## config.mk

```make
export PLATFORM = sky130hd
export DESIGN_NAME = sound_select_pio
export DESIGN_NICKNAME = d
export VERILOG_FILES = /design/src/rtl/sound_select_pio.sv
export SDC_FILE = /design/constraint.sdc
export NUM_CORES = 1
export LEC_CHECK = 0
export BUFFER_PORTS_ARGS = -buffer_cell sky130_fd_sc_hd__buf_2
export CORE_ASPECT_RATIO = 1.75
export CORE_UTILIZATION = 30
export DETAILED_ROUTE_END_ITERATION = 6
export GPL_ROUTABILITY_DRIVEN = 0
export PLACE_DENSITY = 0.44
export SYNTH_ARGS = -nofsm -noshare
export SYNTH_HDL_FRONTEND = slang
export SYNTH_SLANG_ARGS = --single-unit
```

## constraint.sdc

```tcl
create_clock -name clk -period 2.6 [get_ports clk]
set_input_delay 0.39 -clock clk [delete_from_list [all_inputs] [get_ports clk]]
set_output_delay 0.39 -clock clk [all_outputs]
set_load 0.1 [all_outputs]
```

## src/rtl/sound_select_pio.sv

```systemverilog
// -----------------------------------------------------------------------------
// sound_select_pio
//
// Avalon-MM input PIO for the sound-select switches and buttons. The external
// pins pass through a 2-flop synchroniser, then a per-bit debouncer that only
// accepts a new level after it has been seen continuously for DEBOUNCE_CYCLES
// clocks. Accepted level changes in the direction chosen by EDGE_TYPE set
// sticky edge-capture flags, which can raise a maskable level interrupt.
//
// Register map (word address):
//   0 DATA          RO     debounced stable value, writes ignored
//   1 reserved      RO     reads 0, writes ignored
//   2 IRQ_MASK      RW     per-bit interrupt enable
//   3 EDGE_CAPTURE  R/W1C  sticky edge flags, writing 1 clears a bit
//
// Bus handshake: a write is accepted on any rising clk edge where
// chipselect=1 and write_n=0; there is no wait request. There is no read
// strobe: readdata is reloaded from the addressed register on every clock,
// so read data is valid one clock after the address is presented (the
// interconnect is set up for one fixed read wait state).
//
// Parameters:
//   WIDTH            number of input bits (1..32)
//   DEBOUNCE_CYCLES  clocks a synchronised bit must differ from the stable
//                    value before it is accepted; 0 bypasses the debouncer
//   EDGE_TYPE        edge that sets a capture bit: 0 rising, 1 falling, 2 any
//
// Ports:
//   clk         system clock
//   reset       synchronous, active-high reset
//   address     Avalon word address
//   chipselect  Avalon select, qualifies write
//   write_n     Avalon write strobe, active low
//   writedata   Avalon write data
//   in_port     asynchronous external inputs
//   readdata    registered Avalon read data
//   irq         level interrupt, |(edge_capture & irq_mask)
// -----------------------------------------------------------------------------
module sound_select_pio #(
   parameter int WIDTH           = 4,
   parameter int DEBOUNCE_CYCLES = 16,
   parameter int EDGE_TYPE       = 0
) (
   input  logic             clk,
   input  logic             reset,
   input  logic [1:0]       address,
   input  logic             chipselect,
   input  logic             write_n,
   input  logic [WIDTH-1:0] writedata,
   input  logic [WIDTH-1:0] in_port,
   output logic [WIDTH-1:0] readdata,
   output logic             irq
);

   // Counter is at least one bit wide so the bypass build still elaborates.
   localparam int CW = (DEBOUNCE_CYCLES < 1) ? 1 : $clog2(DEBOUNCE_CYCLES + 1);
   localparam logic [CW-1:0] CNT_LAST =
      (DEBOUNCE_CYCLES < 1) ? '0 : CW'(DEBOUNCE_CYCLES - 1);

   localparam logic [1:0] ADDR_DATA = 2'd0;
   localparam logic [1:0] ADDR_MASK = 2'd2;
   localparam logic [1:0] ADDR_EDGE = 2'd3;

   // ---------------------------------------------------------------------------
   // State registers
   // ---------------------------------------------------------------------------
   logic [WIDTH-1:0] sync1;
   logic [WIDTH-1:0] sync2;
   logic [WIDTH-1:0] stable;
   logic [CW-1:0]    cnt [WIDTH];
   logic [WIDTH-1:0] edge_capture;
   logic [WIDTH-1:0] irq_mask;

   // ---------------------------------------------------------------------------
   // Next-state signals
   // ---------------------------------------------------------------------------
   logic [WIDTH-1:0] stable_nxt;
   logic [CW-1:0]    cnt_nxt [WIDTH];
   logic [WIDTH-1:0] updated;
   logic [WIDTH-1:0] rise;
   logic [WIDTH-1:0] fall;
   logic [WIDTH-1:0] edge_event;
   logic             wr_en;
   logic [WIDTH-1:0] w1c;
   logic [WIDTH-1:0] edge_capture_nxt;
   logic [WIDTH-1:0] irq_mask_nxt;
   logic [WIDTH-1:0] readdata_nxt;

   // ---------------------------------------------------------------------------
   // Debounce: a bit's counter runs only while sync2 disagrees with stable.
   // One clock of agreement restarts it, so short glitches never get through.
   // On the last count the new level is taken and the counter clears, so it
   // can never wrap.
   // ---------------------------------------------------------------------------
   always_comb begin
      stable_nxt = stable;
      for (int b = 0; b < WIDTH; b++) begin
         cnt_nxt[b] = '0;
      end
      if (DEBOUNCE_CYCLES == 0) begin
         stable_nxt = sync2;
      end else begin
         for (int b = 0; b < WIDTH; b++) begin
            if (sync2[b] != stable[b]) begin
               if (cnt[b] == CNT_LAST) begin
                  stable_nxt[b] = sync2[b];
               end else begin
                  cnt_nxt[b] = cnt[b] + CW'(1);
               end
            end
         end
      end
   end

   // ---------------------------------------------------------------------------
   // Edge detection on accepted level changes and register updates
   // ---------------------------------------------------------------------------
   always_comb begin
      updated = stable_nxt ^ stable;
      rise    = updated & stable_nxt;
      fall    = updated & ~stable_nxt;
      case (EDGE_TYPE)
         0:       edge_event = rise;
         1:       edge_event = fall;
         default: edge_event = updated;
      endcase

      wr_en = chipselect & ~write_n;
      w1c   = (wr_en && (address == ADDR_EDGE)) ? writedata : '0;

      // Clear first, then OR in new events: a capture on the same edge as
      // a clearing write leaves the bit set, so no event is ever lost.
      edge_capture_nxt = (edge_capture & ~w1c) | edge_event;
      irq_mask_nxt     = (wr_en && (address == ADDR_MASK)) ? writedata : irq_mask;

      // Read mux uses current register values; the result appears next clock.
      case (address)
         ADDR_DATA: readdata_nxt = stable;
         ADDR_MASK: readdata_nxt = irq_mask;
         ADDR_EDGE: readdata_nxt = edge_capture;
         default:   readdata_nxt = '0;
      endcase
   end

   // ---------------------------------------------------------------------------
   // Registers
   // ---------------------------------------------------------------------------
   always_ff @(posedge clk) begin
      if (reset) begin
         sync1        <= '0;
         sync2        <= '0;
         stable       <= '0;
         edge_capture <= '0;
         irq_mask     <= '0;
         readdata     <= '0;
         for (int b = 0; b < WIDTH; b++) begin
            cnt[b] <= '0;
         end
      end else begin
         sync1        <= in_port;
         sync2        <= sync1;
         stable       <= stable_nxt;
         edge_capture <= edge_capture_nxt;
         irq_mask     <= irq_mask_nxt;
         readdata     <= readdata_nxt;
         for (int b = 0; b < WIDTH; b++) begin
            cnt[b] <= cnt_nxt[b];
         end
      end
   end

   // Level interrupt straight from registers, no extra latency.
   assign irq = |(edge_capture & irq_mask);

endmodule

```

Word-level counts from Yosys, hierarchy flattened
Memories as Yosys holds them, arrays and structs flattened.
Cells that the tools add are included.
{"block": "classes", "addsub": 4, "eq_ne": 10, "n_mux": 25, "bitwise_logic": 12, "reduce_logical": 4}
{"operator": "two-way mux 5 bit", "n": 12}
{"operator": "adder 5 x 1 -> 5 bit, second input constant", "n": 4}
{"operator": "equality test 5 x 4 -> 1 bit, second input constant", "n": 4}
{"operator": "AND 4 bit", "n": 3}
{"operator": "case mux 4 bit (3 select lines)", "n": 1}
{"operator": "two-way mux 1 bit", "n": 11}
{"operator": "equality test 2 bit, second input constant", "n": 2}
{"operator": "two-way mux 4 bit", "n": 1}
{"operator": "!= test 1 bit", "n": 4}
{"operator": "inverter 4 bit", "n": 1}
{"operator": "bitwise OR 1 bit", "n": 4}
{"operator": "bitwise OR 4 bit", "n": 1}
{"operator": "OR reduction 4 bit", "n": 1}
{"operator": "bitwise XOR 4 bit", "n": 1}
{"operator": "logical AND 1 bit", "n": 2}
{"operator": "logical NOT 2 bit", "n": 1}
{"operator": "AND 1 bit", "n": 1}
{"operator": "inverter 1 bit", "n": 1}
{"block": "totals", "regBits": 24, "ramBits": 20, "output_inout_bits": 5, "memories": 1}
{"memory": "cnt", "depth": 4, "width": 5, "read_ports": 4, "rd_clocked_by_memory_dff": 0, "write_ports": 4, "line": "70", "text": "logic [CW-1:0] cnt [WIDTH];"}

Longest topological paths before layout
Gate-level depths: netlist of run 1.
{"block": "logic_depth", "word_depth": 7, "depth_mapped": 6, "depth_no_buf": 6}

Worst setup path before layout of run 1
OpenSTA, ideal clock, no wires.
{"block": "synth_path", "path_kind": "register to register", "from": "memory cnt[0][0] (netlist name)", "to": "memory cnt[0][2] (netlist name)", "setup_time_ns": 0.062, "arrival_time_ns": 1.429, "t_required_ns": 2.538, "path_slack_ns": 1.109, "stages_incl_launch_ff": 6, "period_less_slack_ns": 1.491, "cell_sequence": "dfxtp_1 -> ha_1 -> and3_1 -> ha_1 -> or3_4 -> nor2_2"}
{"element": "start: declaration", "line": "70"}

Final worst setup path of run 1
{"block": "layout_path", "from": "register edge_capture[1]", "to": "output irq"}
{"block": "layout_between", "elab_chain_cells": 2}
{"element": "start: declaration", "line": "71", "text": "logic [WIDTH-1:0] edge_capture;"}
{"element": "start signal: assignment", "line": "163", "text": "edge_capture <= edge_capture_nxt;"}
{"element": "AND 4 bit", "line": "173", "text": "assign irq = |(edge_capture & irq_mask);"}
{"element": "OR reduction 4 bit", "line": "173"}
{"element": "end: declaration", "line": "52", "text": "output logic irq"}
Every way passes these cells.

==> impl_metrics.toml, run 1 <==
[drt]
vias = 1154
ant_nets = 0
drc = 0
drt_wl_total_um = 3000
drt_iter0_markers = 12
drtPass1Iterations = 4
post_drt_wl_per_cell_um = 11.4
via_per_inst = 4.39

[min_path]
holdCritPathClass = "primary input to register"

[worst_setup_path]
cp_data_required_time_ns = 2.21
arrival_ns = 1.26
critical_path_class = "register to primary output"
cp-start-kind = "register"
crit_path_end_kind = "primary output"
path_max_fanout = 3

[floorplanning]
pin_count = 19
die-area_um2 = 6140
die_width_um = 59.7
fp.dieH_um = 103
start_util_pct = 31.2
row_count = 36
core_um2 = 5590

[cts]
clkLatencyLatePin_ns = 0.29
post_cts_resized = 0
cts_buffer_depth = 2
tritoncts = "done"
clkSinkCount = 44
numCtsBuffers = 5
cts_setup_buffers = 0
root_buffer = "clkbuf_8"
cts-hold-fix-buffers = 0
htreeDepth = 2
clk_pin_slew_ns = 0.08

[sta]
skew_ns = 0.00603
setup_violations = 0
slew_viol_final = 0
layout_min_cycle_time_ns = 1.65
tightest_slew_ns = 0.556
finalCritPeriodShare_pct = 63.4
timing.fmax_ghz = 0.607
hold_viol_final = 0
fin_ws_ns = 0.952
hold_ws_ns = 0.309
tns_ns = 0
slew_headroom_pct = 62.9
rsz0062_at_grt = "no"

[final_layout]
diodes = 0
syn_to_final_growth_pct = 12.8
layout.nets = 209
stdcell_count = 263
layout-drive-gt1-share_pct = 25.7

[logic_synthesis]
synth_flop_cell = "dfxtp_1"
synth.avg_cell_area_um2 = 10.4
synthTopCellsByArea = "dfxtp_1, nor2_2, ha_1"
async_flop_share_pct = 0
synth.largest_area_cell = "dfxtp_1"
synth_seq_cells = 44
syn-cell-area_um2 = 1750
synth.top_cells.by_count = "dfxtp_1, nor2_2, a21oi_1"
seq_area_frac_synth_pct = 50.5
synth_nets = 190
yosysMostFrequentCell = "dfxtp_1"
synth_edf_count = 0
synth_warnings = 0
synth_top_area_share_pct = 50.5
netlist-cell-type-count = 24
synth_cells = 168

[placed_design]
hpwl_um = 2270
portBuffers = 18
dp_slack_ns = 1.02
dpl.cell_count = 256

[outcome]
status = "finished, final reports clean"

[grt]
top_usage_layer = "met2"
grt_antenna_before_repair = 0
grt_use_total_pct = 11.8
met2_usage_pct = 22.7
grt_pass1_wl_um = 5370
grt_overflow_total = 0
grtUsageMet3_pct = 3.26
grt_pass1_vias = 1283
use_met1_pct = 10.9
grt_max_degree = 33

[power]
vdd_drop_max_uv = 301
power_density_nw_per_um2 = 590
leakagePower_nw = 0.785

[run]
maxCapViolations = 0
-- per-stage QoR --
stage	util (%)	cell area (um2)	total power [mW]
6_report	35.3	1970	1.16
5_1_grt	35.3	1970	1.23
4_1_cts	35.3	1970	1.19
3_5_place_dp	33.9	1890	0.779
3_3_place_gp	33.9	1890	0.777
2_1_floorplan	-	1750	0.761
-- logic make-up after synthesis --
| group | count (synthesis) | synth area share, % |
|---|---|---|
| xor+xnor | 12 | 6.02 |
| buf+inv | 15 | 4.16 |
| flops | 44 | 50.5 |
| fa+ha+maj | 8 | 5.73 |
| mux | 8 | 4.59 |
| simple gates | 59 | 21.3 |
| compound gates | 22 | 7.74 |
-- layer usage --
metal / part of all wire, % / vias to the layer above / routed length (um)
met5: 0 / - / 0
met4: 2.2 / 0 / 65
met3: 3.9 / 6 / 117
met2: 57 / 17 / 1710
met1: 37 / 537 / 1110
li1: - / 594 / -
-- registers in the layout, summed over array words and instances (netlist names) --
name          flops
edge_capture      4
stable            4
readdata          4
cnt              20
sync2             4
irq_mask          4
sync1             4
-- cells in the final DEF (no fill, tap or decap), types with 5 or more instances in the layout --
cell type  instances
dfxtp_1           44
nor2_2            20
buf_2             18
a21oi_1           12
inv_1              9
mux2i_1            8
nor2b_1            8
xnor2_1            8
ha_1               8
nand2_1            5
clkbuf_8           5
-- power by group --
| part | switching, mW | total (mW) | internal [mW] |
|---|---|---|---|
| combinational | 0.0476 | 0.0711 | 0.0235 |
| sequential | 0.00562 | 0.691 | 0.685 |
| clock | 0.217 | 0.400 | 0.183 |
| total | 0.271 | 1.16 | 0.891 |
-- critical path, cell delays in order (launching register included) --
cell	delay [ns]
dfxtp_1	0.38
a22oi_1	0.08
nand2_1	0.08
buf_2	0.42
-- path summary, 6_finish.rpt --
check,start,end,slack [ns],cells after the start
setup / recovery,edge_capture[1],irq,0.95,3
hold / removal,in_port[1],sync1[1],0.31,2
setup reg to reg,cnt[0][0],cnt[0][3],1.02,5
hold reg to reg,sync1[0],sync2[0],0.43,1
-- cell type report --
type | instances | area [um2]
well taps | 76 | 95.1
repair buffers | 18 | 90.1
fillers | 627 | 3620
clock buffers | 6 | 72.6
flip-flops and latches | 44 | 881
inverters | 9 | 33.8
multi-input cells | 109 | 792
clock inverters | 1 | 5.00
(Power assumes the default switching activity.)
==> run 2: changes to the inputs <==
--- a/config.mk
+++ b/config.mk
@@ -5,12 +5,13 @@
 export SDC_FILE = /design/constraint.sdc
 export NUM_CORES = 1
 export LEC_CHECK = 0
+export ABC_AREA = 1
 export BUFFER_PORTS_ARGS = -buffer_cell sky130_fd_sc_hd__buf_2
 export CORE_ASPECT_RATIO = 1.75
 export CORE_UTILIZATION = 30
 export DETAILED_ROUTE_END_ITERATION = 6
 export GPL_ROUTABILITY_DRIVEN = 0
-export PLACE_DENSITY = 0.44
+export PLACE_DENSITY = 0.46
 export SYNTH_ARGS = -nofsm -noshare
 export SYNTH_HDL_FRONTEND = slang
 export SYNTH_SLANG_ARGS = --single-unit
==> constraint.sdc (replaced) <==
create_clock -name clk -period 1.39 [get_ports clk]
set_input_delay 0.2085 -clock clk [delete_from_list [all_inputs] [get_ports clk]]
set_output_delay 0.2085 -clock clk [all_outputs]
set_load 0.1 [all_outputs]
==> impl_metrics.toml, run 2 <==
[outcome]
status = "finished, final reports clean"

[floorplanning]
core_um2 = 5970
row_count = 37
start_util_pct = 31.4
pin_count = 19
fp.dieH_um = 107
die-area_um2 = 6580
die_width_um = 61.8

[sta]
slew_viol_final = 0
tightest_slew_ns = 0.487
timing.fmax_ghz = 0.766
setup_violations = 0
finalCritPeriodShare_pct = 93.9
tns_ns = 0
layout_min_cycle_time_ns = 1.31
hold_ws_ns = 0.115
slew_headroom_pct = 67.8
hold_viol_final = 0
skew_ns = 0.00687

[cts]
clkLatencyLatePin_ns = 0.29
htreeDepth = 2
cts-hold-fix-buffers = 0
numCtsBuffers = 5
clkSinkCount = 44
tritoncts = "done"
root_buffer = "clkbuf_8"
cts_buffer_depth = 2
clk_pin_slew_ns = 0.08

[logic_synthesis]
synth_top_area_share_pct = 47.0
seq_area_frac_synth_pct = 47.0
synth.largest_area_cell = "dfxtp_1"
synth_edf_count = 0
synth.avg_cell_area_um2 = 7.50
netlist-cell-type-count = 19
yosysMostFrequentCell = "inv_1"
synthTopCellsByArea = "dfxtp_1, inv_1, nor2_1"
synth_flop_cell = "dfxtp_1"
synth.top_cells.by_count = "inv_1, nor2_1, dfxtp_1"
synth_cells = 250
synth_seq_cells = 44
synth_warnings = 0
synth_nets = 272
syn-cell-area_um2 = 1880
async_flop_share_pct = 0

[grt]
grt_overflow_total = 0
grt_max_degree = 18
grt_pass1_wl_um = 5920
grt_use_total_pct = 12.1
grt_antenna_before_repair = 0
grt_pass1_vias = 1417

[worst_setup_path]
critPathBufInv = 1
critPathSlowestCell = "dfxtp_1"
worstSetupStartpoint = "edge_capture[0]"
r2r_cells = 7
rr_startpoint = "cnt[2][0]"
cp_cell_sequence = "nand2_1 -> nand4_1 -> buf_12"
slowest_delay_ns = 0.33
cp-start-kind = "register"
r2r_end = "cnt[2][3]"
cp_top_family = "flip-flops"
path_max_fanout = 3
crit_path_end_kind = "primary output"
critical_path_class = "register to primary output"
arrival_ns = 1.10
reg2reg_slack_ns = 0.10
cp_data_required_time_ns = 1.18

[drt]
drtPass1Iterations = 6
drt_iter0_markers = 47
via_per_inst = 4.28
drt_wl_total_um = 3350
post_drt_wl_per_cell_um = 9.56
ant_nets = 0
vias = 1498
drc = 0

[final_layout]
layout.nets = 293
diodes = 0
seq_area_um2 = 887
final_cell_mix = "inv_1, nor2_1, nand2_1, dfxtp_1, nand3_1"
num-fill-cells = 635
final_area_um2 = 2240
syn_to_final_growth_pct = 19.2
mostFrequentLayoutCell = "inv_1"
largest_register = "cnt"
multi_input_area_um2 = 823
fin_util_pct = 37.4
layout-drive-gt1-share_pct = 19.9
largest_reg_flops = 20

[min_path]
holdCritPathClass = "primary input to register"
whs_path_depth = 3
min_to = "sync1[3]"
min_from = "in_port[3]"

[power]
leakagePower_nw = 0.977
comb_power_share_pct = 5.0
switching_share_pct = 20.9
internal_power_mw = 1.95
pwr-share-clk_pct = 42.7
pwr-share-seq_pct = 52.3
p_total_mw = 2.47
vdd_drop_max_uv = 581
power_density_nw_per_um2 = 1100
switching_power_mw = 0.515

[placed_design]
hpwl_um = 2440
portBuffers = 18
placed_area_um2 = 2030

[run]
maxCapViolations = 0
[run 2: worst min-delay path: stages]
cell and delay [ns]:
buf_2 0.07, inv_1 0.03, nor2_1 0.06
[run 2: stage by stage]
| stage | worst slack (ns) | instances |
|---|---|---|
| finish | 0.0846 | 350 |
| global placement | 0.0507 | 341 |
| detailed placement | 0.000930 | 341 |
| CTS | 0.00597 | 349 |
| global route | -0.00761 | 350 |
| floorplan | -0.0787 | 250 |
[run 2: repair_timing]
item / in CTS / in global routing
buffers inserted: 0 / 1
endpoints found under the setup margin: 2 / 20
gates resized for setup: 0 / 21
pin swaps: 2 / 8
[run 2: final cells by class]
class / count / area share (%)
Tap cell: 78 / 4.36
Sequential cell: 44 / 39.7
Clock inverter: 1 / 1.34
Clock buffer: 7 / 4.31
Inverter: 49 / 8.45
Multi-Input combinational cell: 152 / 36.8
Timing Repair Buffer: 19 / 5.04
[run 2: how the worst max path moves through the flow]
stage                            to  cells after the start  slack, ns
after global placement    cnt[0][2]                      7       0.05
after CTS                 cnt[2][2]                      7      0.006
after global routing      cnt[0][3]                      7     -0.008
final                           irq                      3       0.08
after floorplan                 irq                      2      -0.08
after detailed placement  cnt[0][2]                      7     0.0009
[run 2: cell families after synthesis]
group,Yosys count,synth area share (%)
simple gates,130,31.2
buf+inv,54,12.5
flops,44,47.0
compound gates,13,3.47
fa+ha+maj,8,5.34
xor+xnor,1,0.467
[run 2: per-layer routing]
metal,global-route usage [%],vias up,part of all wire (%)
li1,-,815,-
met4,7.62,0,4.1
met5,0,-,0
met2,20.5,27,50
met1,12.6,646,42
met3,3.26,10,3.0
[run 2: power groups by stage]
stage	Clock (mW)	Combinational (mW)	Sequential [mW]
CTS	1.11	0.119	1.29
global placement	0	0.119	1.32
finish	1.05	0.122	1.29
floorplan	0	0.0841	1.32
global route	1.16	0.140	1.29
detailed placement	0	0.119	1.32
